## src/rtl/out_vid_pkg.sv

```systemverilog
// Shared types and field widths for the output-video frame-memory read path.
package out_vid_pkg;

    localparam int unsigned OV_ADRS_W = 19;
    localparam int unsigned OV_DATA_W = 32;
    localparam int unsigned OV_LINE_W = 9;
    localparam int unsigned OV_WORD_W = 9;

    typedef enum logic [2:0] {StIdle, StReq, StGap, StHold, StDone} ov_state_e;

    function automatic logic [OV_ADRS_W-1:0] ov_adrs(input logic bank,
                                                      input logic [OV_LINE_W-1:0] line,
                                                      input logic [OV_WORD_W-1:0] word);
        return {bank, line, word};
    endfunction

endpackage

```

## src/rtl/out_vid_fifo.sv

```systemverilog
// First-word-fall-through read-data FIFO with occupancy count and synchronous flush.
module out_vid_fifo
    import out_vid_pkg::*;
#(
    parameter int unsigned Depth = 16,
    localparam int unsigned PtrW = $clog2(Depth)
) (
    input  logic                 clk,
    input  logic                 rst_n,
    input  logic                 flush_i,
    input  logic                 wr_en_i,
    input  logic [OV_DATA_W-1:0] wr_data_i,
    input  logic                 rd_en_i,
    output logic [OV_DATA_W-1:0] rd_data_o,
    output logic [PtrW:0]        count_o,
    output logic                 empty_o
);

    logic [OV_DATA_W-1:0] mem_q [Depth];
    logic [PtrW-1:0]      wptr_q, rptr_q;
    logic [PtrW:0]        cnt_q;
    logic                 full, rd_ok, wr_ok;

    assign empty_o = (cnt_q == '0);
    assign full    = (cnt_q == (PtrW+1)'(Depth));
    assign rd_ok   = rd_en_i && !empty_o;
    assign wr_ok   = wr_en_i && (!full || rd_ok);
    assign count_o = cnt_q;

    always_ff @(posedge clk or negedge rst_n) begin
        if (!rst_n) begin
            wptr_q <= '0;
            rptr_q <= '0;
            cnt_q  <= '0;
        end else if (flush_i) begin
            wptr_q <= '0;
            rptr_q <= '0;
            cnt_q  <= '0;
        end else begin
            if (wr_ok) wptr_q <= wptr_q + 1'b1;
            if (rd_ok) rptr_q <= rptr_q + 1'b1;
            cnt_q <= cnt_q + {{PtrW{1'b0}}, wr_ok} - {{PtrW{1'b0}}, rd_ok};
        end
    end

    // Payload storage needs no reset: the head is masked to zero while empty.
    always_ff @(posedge clk) begin
        if (wr_ok && !flush_i) mem_q[wptr_q] <= wr_data_i;
    end

    assign rd_data_o = empty_o ? '0 : mem_q[rptr_q];

endmodule

```

## src/rtl/out_vid_rd_ctrl.sv

```systemverilog
// Output-video frame read initiator: one frame per ovp rise from the bank opposite the writer.
// Optional underrun counter built only when OUT_VID_UNDERRUN_CNT_EN is defined.
module out_vid_rd_ctrl
    import out_vid_pkg::*;
#(
    parameter int unsigned ADRS_W     = 19,
    parameter int unsigned FIFO_DEPTH = 16
) (
    input  logic                 clk,
    input  logic                 rst_n,
    input  logic                 ovp_i,
    input  logic                 frame_alt_i,
    input  logic                 frame_alt_frz_i,
    input  logic [9:0]           h_words_i,
    input  logic [9:0]           v_lines_i,
    input  logic                 fm_cycle_stp_i,
    input  logic [OV_DATA_W-1:0] mem_rd_d_i,
    output logic                 out_vid_rd_cycle_o,
    output logic [ADRS_W-1:0]    out_vid_rd_adrs_o,
    input  logic                 dout_rd_en_i,
    output logic [OV_DATA_W-1:0] dout_o,
    output logic                 dout_valid_o,
    output logic                 frame_busy_o,
    output logic [15:0]          underrun_cnt_o
);

    localparam int unsigned CntW = $clog2(FIFO_DEPTH) + 1;

    ov_state_e              state_q;
    logic                   ovp_q, bank_q, restart_q, rd_cycle_q;
    logic [ADRS_W-1:0]      adrs_q;
    logic [OV_LINE_W-1:0]   line_q;
    logic [OV_WORD_W-1:0]   word_q;
    logic [9:0]             h_q, v_q;

    logic                   ovp_rise, stp_req, restart_now, bank_nxt;
    logic                   last_word, last_line, can_req, size_new_ok, size_now_ok;
    logic                   fifo_wr, fifo_flush, fifo_empty;
    logic [CntW-1:0]        fifo_cnt;

    assign ovp_rise    = ovp_i & ~ovp_q;
    assign stp_req     = fm_cycle_stp_i && (state_q == StReq);
    assign restart_now = restart_q || ovp_rise;
    assign bank_nxt    = frame_alt_frz_i ? bank_q : ~frame_alt_i;
    assign last_word   = ({1'b0, word_q} == h_q - 10'd1);
    assign last_line   = ({1'b0, line_q} == v_q - 10'd1);
    assign can_req     = (fifo_cnt < CntW'(FIFO_DEPTH));
    assign size_new_ok = (h_words_i != '0) && (v_lines_i != '0);
    assign size_now_ok = ovp_rise ? size_new_ok : ((h_q != '0) && (v_q != '0));

    // A word returned after a mid-frame ovp rise belongs to the old frame and is dropped.
    assign fifo_wr    = stp_req && !restart_now;
    assign fifo_flush = (ovp_rise && (state_q != StReq)) || (stp_req && restart_now);

    always_ff @(posedge clk or negedge rst_n) begin
        if (!rst_n) begin
            state_q    <= StIdle;
            ovp_q      <= 1'b0;
            bank_q     <= 1'b0;
            restart_q  <= 1'b0;
            rd_cycle_q <= 1'b0;
            adrs_q     <= '0;
            line_q     <= '0;
            word_q     <= '0;
            h_q        <= '0;
            v_q        <= '0;
        end else begin
            ovp_q <= ovp_i;
            if (ovp_rise) begin
                bank_q <= bank_nxt;
                h_q    <= h_words_i;
                v_q    <= v_lines_i;
            end
            case (state_q)
                StReq: begin
                    if (ovp_rise) restart_q <= 1'b1;
                    if (fm_cycle_stp_i) begin
                        rd_cycle_q <= 1'b0;
                        restart_q  <= 1'b0;
                        if (restart_now) begin
                            word_q  <= '0;
                            line_q  <= '0;
                            state_q <= size_now_ok ? StGap : StIdle;
                        end else if (last_word) begin
                            word_q <= '0;
                            if (last_line) begin
                                state_q <= StDone;
                            end else begin
                                line_q  <= line_q + 1'b1;
                                state_q <= StGap;
                            end
                        end else begin
                            word_q  <= word_q + 1'b1;
                            state_q <= StGap;
                        end
                    end
                end
                default: begin
                    if (ovp_rise) begin
                        word_q <= '0;
                        line_q <= '0;
                        if (size_new_ok) begin
                            state_q    <= StReq;
                            rd_cycle_q <= 1'b1;
                            adrs_q     <= ADRS_W'(ov_adrs(bank_nxt, '0, '0));
                        end else begin
                            state_q <= StIdle;
                        end
                    end else if ((state_q == StGap) || (state_q == StHold)) begin
                        if (can_req) begin
                            state_q    <= StReq;
                            rd_cycle_q <= 1'b1;
                            adrs_q     <= ADRS_W'(ov_adrs(bank_q, line_q, word_q));
                        end else begin
                            state_q <= StHold;
                        end
                    end
                end
            endcase
        end
    end

    assign out_vid_rd_cycle_o = rd_cycle_q;
    assign out_vid_rd_adrs_o  = adrs_q;
    assign frame_busy_o       = (state_q == StReq) || (state_q == StGap) || (state_q == StHold);
    assign dout_valid_o       = !fifo_empty;

    out_vid_fifo #(
        .Depth(FIFO_DEPTH)
    ) u_fifo (
        .clk      (clk),
        .rst_n    (rst_n),
        .flush_i  (fifo_flush),
        .wr_en_i  (fifo_wr),
        .wr_data_i(mem_rd_d_i),
        .rd_en_i  (dout_rd_en_i),
        .rd_data_o(dout_o),
        .count_o  (fifo_cnt),
        .empty_o  (fifo_empty)
    );

`ifdef OUT_VID_UNDERRUN_CNT_EN
    logic [15:0] underrun_q;

    always_ff @(posedge clk or negedge rst_n) begin
        if (!rst_n) begin
            underrun_q <= '0;
        end else if (ovp_rise) begin
            underrun_q <= '0;
        end else if (dout_rd_en_i && fifo_empty && frame_busy_o && (underrun_q != 16'hFFFF)) begin
            underrun_q <= underrun_q + 16'd1;
        end
    end

    assign underrun_cnt_o = underrun_q;
`else
    assign underrun_cnt_o = '0;
`endif

endmodule

```

## config.mk

```make
export PLATFORM = sky130hd
export DESIGN_NAME = out_vid_rd_ctrl
export DESIGN_NICKNAME = d
export VERILOG_FILES = /design/src/rtl/out_vid_pkg.sv /design/src/rtl/out_vid_fifo.sv /design/src/rtl/out_vid_rd_ctrl.sv
export SDC_FILE = /design/constraint.sdc
export NUM_CORES = 1
export LEC_CHECK = 0
export ABC_CLOCK_PERIOD_IN_PS = 7500
export BUFFER_PORTS_ARGS = -buffer_cell sky130_fd_sc_hd__buf_2
export CORE_MARGIN = 5
export CORE_UTILIZATION = 48
export CTS_BUF_LIST = sky130_fd_sc_hd__clkbuf_8
export DETAILED_ROUTE_END_ITERATION = 8
export PLACE_DENSITY = 0.65
export REMOVE_ABC_BUFFERS = 1
export SLEW_MARGIN = 10
export SYNTH_ARGS = -nofsm -noshare
export SYNTH_HDL_FRONTEND = slang
export SYNTH_HIERARCHICAL = 1
export SYNTH_SLANG_ARGS = --single-unit
```

## constraint.sdc

```tcl
create_clock -name clk -period 7.5 [get_ports clk]
set_clock_uncertainty 0.05 [all_clocks]
set_input_delay 0.75 -clock clk [delete_from_list [all_inputs] [get_ports clk]]
set_output_delay 0.75 -clock clk [all_outputs]
set_load 0.02 [all_outputs]
```

==> results of run 1 <==
==> how the worst min path moves through the flow <==
stage | endpoint | from | slack, ns
6_report | ovp_q | ovp_i | 0.17
5_1_grt | ovp_q | ovp_i | 0.13
4_1_cts | ovp_q | ovp_i | 0.1
3_5_place_dp | out_vid_rd_adrs_o[4] | out_vid_rd_adrs_o[4] | 0.41
3_3_place_gp | out_vid_rd_adrs_o[3] | out_vid_rd_adrs_o[3] | 0.41
2_1_floorplan | bank_q | rst_n | 0.40
==> area by class of cell <==
| class | instances | area, µm² | share of cell area, % |
|---|---|---|---|
| diodes | 1 | 2.50 | 0.00933 |
| clock buffers | 98 | 1350 | 5.03 |
| clock inverters | 72 | 339 | 1.26 |
| inverters | 18 | 67.6 | 0.252 |
| multi-input cells | 641 | 6250 | 23.3 |
| flip-flops and latches | 589 | 17300 | 64.6 |
| well taps | 664 | 831 | 3.10 |
| repair buffers | 126 | 668 | 2.49 |
==> per-stage QoR <==
stage / worst slack [ns] / utilization (%) / cells
after floorplan: 0.387 / - / 1248
after global placement: 2.55 / 51.1 / 2038
after detailed placement: 2.38 / 51.1 / 2038
after CTS: 2.38 / 54.5 / 2208
after global routing: 2.31 / 54.6 / 2208
final: 2.76 / 54.6 / 2209
==> state kept, by name (all words and copies together), names as in the netlist <==
| signal | cells |
|---|---|
| bank_q | 1 |
| u_fifo/count_o | 5 |
| word_q | 9 |
| out_vid_rd_adrs_o | 19 |
| v_q | 10 |
| state_q | 3 |
| out_vid_rd_cycle_o | 1 |
| u_fifo/mem_q | 512 |
| u_fifo/rptr_q | 4 |
| ovp_q | 1 |
| restart_q | 1 |
| h_q | 10 |
| line_q | 9 |
| u_fifo/wptr_q | 4 |
==> cells by family after synthesis <==
logic type / after synthesis / share of synthesized area [%]
AOI/OAI and AO/OA: 130 / 4.06
xor gates and xnor gates: 32 / 1.17
adders and majority gates: 15 / 0.816
buffers and inverters: 107 / 2.33
DFF: 589 / 72.3
muxes: 165 / 13.6
other: 1 / 0.0157
and+or+nand+nor: 283 / 5.66
==> report_power, final <==
part           internal (mW)  total, mW  leakage (nW)  switching (mW)
Clock                   1.25       2.45          1.00            1.21
Combinational           1.11       2.56          2.61            1.45
Sequential              3.68       3.88          5.61           0.194
Total                   6.04       8.89          9.23            2.85
==> critical path: cells and delay by family, from the launching register on <==
kind,cells,cell delay [ns]
and+or+nand+nor,5,2.99
AOI/OAI and AO/OA,1,0.49
DFF,1,0.44
buffers and inverters,2,0.32
==> synthesized netlist by cell type, drive strengths merged, types with 4 or more instances <==
library cell  count
o211ai            4
nand3b            6
nand3            24
a31o              4
xnor2            17
nand2b            9
dfrtp            77
mux4            128
buf              47
nor3b             8
ha               14
nor2             41
or3               4
nor3             43
nor2b             7
inv              18
xor2             15
a221o            33
mux2i            34
and3              4
nand2           116
a21o              7
clkbuf           42
nor4              7
a21oi            15
edfxtp          512
o21ai            39
==> per-layer routing <==
layer	track usage [%]	vias to the layer above
li1	-	5553
met1	25.3	6404
met2	32.7	410
met3	3.82	72
met4	6.17	2
met5	0	-
==> flow_metrics.env, run 1 <==
export IMPL_cts_tree="done"
export IMPL_rows=81
export IMPL_drt_iter0_drc=881
export IMPL_core_area_um2=49200
export IMPL_antenna_found_initial=1
export IMPL_ys_seq_area_share_pct=72.3
export IMPL_dpl_cell_area_um2=25100
export IMPL_hp_class="in2reg"
export IMPL_via_per_inst=5.63
export IMPL_cts_root_buffer="clkbuf_8"
export IMPL_critical_path_startpoint="state_q[2]"
export IMPL_final_common_cell="edfxtp_1"
export IMPL_hold_depth=1
export IMPL_gr_usage_all_layers_pct=19.3
export IMPL_slowest_delay_ns=1.00
export IMPL_clock_latency_ns=0.66
export IMPL_ys_ff_latch=589
export IMPL_relSlewSlack_pct=20.3
export IMPL_ant_nets=0
export IMPL_finalCritPeriodShare_pct=63.1
export IMPL_synth_top_area_share_pct=64.3
export IMPL_die_y_um=233
export IMPL_wl_per_cell_um=23.3
export IMPL_grt_pass1_vias=13155
export IMPL_ys_flop_type="edfxtp_1"
export IMPL_synth_top_area_cell="edfxtp_1"
export IMPL_gp_congestion=0.801
export IMPL_synth_cell_types=66
export IMPL_cts_reportedPaths_clkPinSlew_ns=0.06
export IMPL_final_hold_viol_count=0
export IMPL_cp_max_fo=32
export IMPL_via_count=12441
export IMPL_fin_tns_setup_ns=0
export IMPL_drc=0
export IMPL_post_dp_hpwl_um=31200
export IMPL_wl_met3_um=3120
export IMPL_syn_area_per_cell_um2=18.1
export IMPL_grt_max_degree=78
export IMPL_cp_slowest_cell="nor2_4"
export IMPL_rsz0062_at_grt="false"
export IMPL_total_power_mw=8.89
export IMPL_io_buffers=112
export IMPL_worst_r2r_endpoint="u_fifo/mem_q[8][12]"
export IMPL_crit_chain="nor3b_1 -> nor3b_2 -> nand2_1 -> inv_1 -> inv_1 -> a211oi_1 -> nand2_1 -> nor2_4"
export IMPL_peakVddDrop_v=0.000154
export IMPL_cp_required_ns=7.70
export IMPL_grt_pass1_wl_um=78800
export IMPL_setup_viol=0
export IMPL_final_cell_mix="edfxtp_1, mux4_2, nand2_1"
export IMPL_synth_edf_count=512
export IMPL_first_pass_iters=5
export IMPL_die_area_um2=54400
export IMPL_finalInstanceArea_um2=26800
export IMPL_io_pins=129
export IMPL_synth_area_um2=23900
export IMPL_cts_resized=0
export IMPL_htree_num_levels=3
export IMPL_cts_buffers=95
export IMPL_period_needed_ns=4.74
export IMPL_reg2reg_slack_ns=2.76
export IMPL_ys_warn_count=6
export IMPL_reg2reg_from="state_q[2]"
export IMPL_cts_setup_buffers=0
export IMPL_clock_sinks=589
export IMPL_top_layer_used="met5"
export IMPL_clockBufferDepth=3
export IMPL_powerDensity_nw_per_um2=331
export IMPL_drive_gt1_share_pct=26.9
export IMPL_p_leak_nw=9.23
export IMPL_fin_hold_ws_ns=0.170
export IMPL_tightestPinTransition_ns=1.19
export IMPL_syn2layout_area_growth_pct=12.1
export IMPL_wl_met2_um=26400
export IMPL_cp_endpoint="u_fifo/mem_q[8][12]"
export IMPL_drv_slew=0
export IMPL_initial_utilization_pct=48.7
export IMPL_reg2reg_depth=8
export IMPL_status="finished clean"
export IMPL_fill_cells=3829
export IMPL_worst_setup_path_end_kind="flip-flop"
export IMPL_wl_um=51500
export IMPL_die_w_um=233
export IMPL_fin_nets=1545
export IMPL_ys_async_sr_fraction_pct=13.1
export IMPL_grt_overflow_total=0
export IMPL_synth_cells=1322
export IMPL_fmax_mhz=211
export IMPL_critPathKind="reg2reg"
export IMPL_startpoint_type="flip-flop"
export IMPL_critPathArrivalTime_ns=4.94
export IMPL_drv_cap=0
export IMPL_ctsHoldBuffers=0
export IMPL_wl_met1_um=20800
export IMPL_synth_area_leaders="edfxtp_1, mux4_2, dfrtp_1, nand2_1, mux2i_1"
(Power assumes the default switching activity.)
==> inputs of run 2 (changes only) <==
--- a/config.mk
+++ b/config.mk
@@ -5,7 +5,7 @@
 export SDC_FILE = /design/constraint.sdc
 export NUM_CORES = 1
 export LEC_CHECK = 0
-export ABC_CLOCK_PERIOD_IN_PS = 7500
+export ABC_CLOCK_PERIOD_IN_PS = 4800
 export BUFFER_PORTS_ARGS = -buffer_cell sky130_fd_sc_hd__buf_2
 export CORE_MARGIN = 5
 export CORE_UTILIZATION = 48
==> constraint.sdc (replaced) <==
create_clock -name clk -period 4.8 [get_ports clk]
set_clock_uncertainty 0.05 [all_clocks]
set_input_delay 0.48 -clock clk [delete_from_list [all_inputs] [get_ports clk]]
set_output_delay 0.48 -clock clk [all_outputs]
set_load 0.02 [all_outputs]
==> run 2 against run 1 <==
Effect of this change: non-clock buffer count is 47 higher; first-iteration DRC count shrank 2.4%; combinational power increased by 61%; die area did not move; sequential power up 54%; power rose by 60%; clock power grew 69%; utilization increased by 1.4 points; clock-buffer cell count is the same.
==> flow_metrics.env, run 2 (same netlist as run 1, synthesis figures left out) <==
export IMPL_status="finished clean"
export IMPL_dpl_cell_area_um2=25400
export IMPL_drv_slew=0
export IMPL_antenna_found_initial=1
export IMPL_io_pins=129
export IMPL_final_cell_mix="edfxtp_1, mux4_2, nand2_1"
export IMPL_cp_required_ns=4.27
export IMPL_setup_ws_ns=0.755
export IMPL_drv_cap=0
export IMPL_clockBufferDepth=3
export IMPL_reg2reg_from="state_q[2]"
export IMPL_fin_hold_ws_ns=0.114
export IMPL_cp_max_fo=12
export IMPL_powerDensity_nw_per_um2=518
export IMPL_grt_max_degree=65
export IMPL_gr_usage_all_layers_pct=19.5
export IMPL_wl_um=52200
export IMPL_finalInstanceArea_um2=27500
export IMPL_grt_pass1_vias=13242
export IMPL_peakVddDrop_v=0.000263
export IMPL_ant_nets=0
export IMPL_total_power_mw=14.2
export IMPL_fmax_mhz=247
export IMPL_final_common_cell="edfxtp_1"
export IMPL_relSlewSlack_pct=18.8
export IMPL_final_hold_viol_count=0
export IMPL_cts_resized=0
export IMPL_cts_reportedPaths_clkPinSlew_ns=0.06
export IMPL_worstHoldStart="dout_rd_en_i"
export IMPL_diodes=0
export IMPL_rows=81
export IMPL_drt_iter0_drc=860
export IMPL_post_dp_hpwl_um=31400
export IMPL_htree_num_levels=3
export IMPL_grt_overflow_total=0
export IMPL_finalCritPeriodShare_pct=84.3
export IMPL_hp_class="in2reg"
export IMPL_fin_nets=1591
export IMPL_core_area_um2=49200
export IMPL_place_ws_ns=0.977
export IMPL_syn2layout_area_growth_pct=15.0
export IMPL_io_buffers=112
export IMPL_regArea_um2=17300
export IMPL_via_count=12757
export IMPL_startpoint_type="flip-flop"
export IMPL_regMostFlops="u_fifo/mem_q"
export IMPL_clock_latency_ns=0.65
export IMPL_gp_congestion=0.826
export IMPL_cts_tree="done"
export IMPL_die_area_um2=54400
export IMPL_drive_gt1_share_pct=28.2
export IMPL_critPathArrivalTime_ns=3.51
export IMPL_via_per_inst=5.66
export IMPL_initial_utilization_pct=48.7
export IMPL_worst_setup_path_end_kind="output port"
export IMPL_grt_pass1_wl_um=80000
export IMPL_wl_per_cell_um=23.1
export IMPL_rsz0062_at_grt="false"
export IMPL_p_leak_nw=9.54
export IMPL_fill_cells=3840
export IMPL_clock_sinks=589
export IMPL_die_y_um=233
export IMPL_critical_path_startpoint="u_fifo/count_o[3]"
export IMPL_first_pass_iters=5
export IMPL_die_w_um=233
export IMPL_setup_viol=0
export IMPL_fin_util_pct=56.0
export IMPL_multi_input_area_um2=6240
export IMPL_cts_buffers=94
export IMPL_largest_register_ffs=512
export IMPL_cts_root_buffer="clkbuf_8"
export IMPL_period_needed_ns=4.04
export IMPL_critPathKind="reg2out"
export IMPL_tightestPinTransition_ns=1.21
export IMPL_drc=0
==> run 2: layout make-up <==
type	instances	area share (%)
Tap cell	664	3.02
Sequential cell	589	62.9
Timing Repair Buffer	173	4.48
Clock buffer	98	4.90
Inverter	18	0.246
Multi-Input combinational cell	641	22.7
Clock inverter	72	1.73
==> run 2: critical path: stages (launching register included) <==
cell and delay (ns):
dfrtp_1 0.39, inv_1 0.08, ha_1 0.19, or4b_1 0.61
inv_1 0.62, buf_4 0.35, nor3_1 0.09, a221o_1 0.34
buf_2 0.18
==> run 2: where the power goes <==
group | switching, mW | total, mW | internal, mW | leakage [nW]
sequential | 0.210 | 5.97 | 5.76 | 5.61
clock | 1.95 | 4.14 | 2.19 | 1.06
combinational | 2.33 | 4.13 | 1.80 | 2.87
total | 4.50 | 14.2 | 9.74 | 9.54
==> run 2: repair_timing <==
action,4_1_cts,5_1_grt
endpoints found under the hold margin,50,0
setup buffers,0,0
hold buffers,25,0
==> run 2: layer usage <==
layer  GRT usage [%]  up-vias  wire length, µm
met5               0        -               13
met4            6.37        2             1220
met3            3.99       86             3220
met2            31.5      402            25600
met1            27.0     6618            22100
li1                -     5649                -
==> run 2: final timing paths <==
path	endpoint	slack (ns)	cells after the start
worst min-delay path	u_fifo/rptr_q[1]	0.11	3
worst min register to register	out_vid_rd_adrs_o[0]	0.43	2
min in group asynchronous	v_q[3]	0.25	2
max in group asynchronous	h_q[6]	3.46	3
worst max register to register	u_fifo/mem_q[15][15]	1.14	11
worst max-delay path	dout_o[5]	0.76	8
==> run 2: stage by stage <==
step	std cells	TNS, ns
floorplan	1248	-145.05
global placement	2060	0
detailed placement	2060	0
CTS	2255	0
global route	2255	0
finish	2255	0
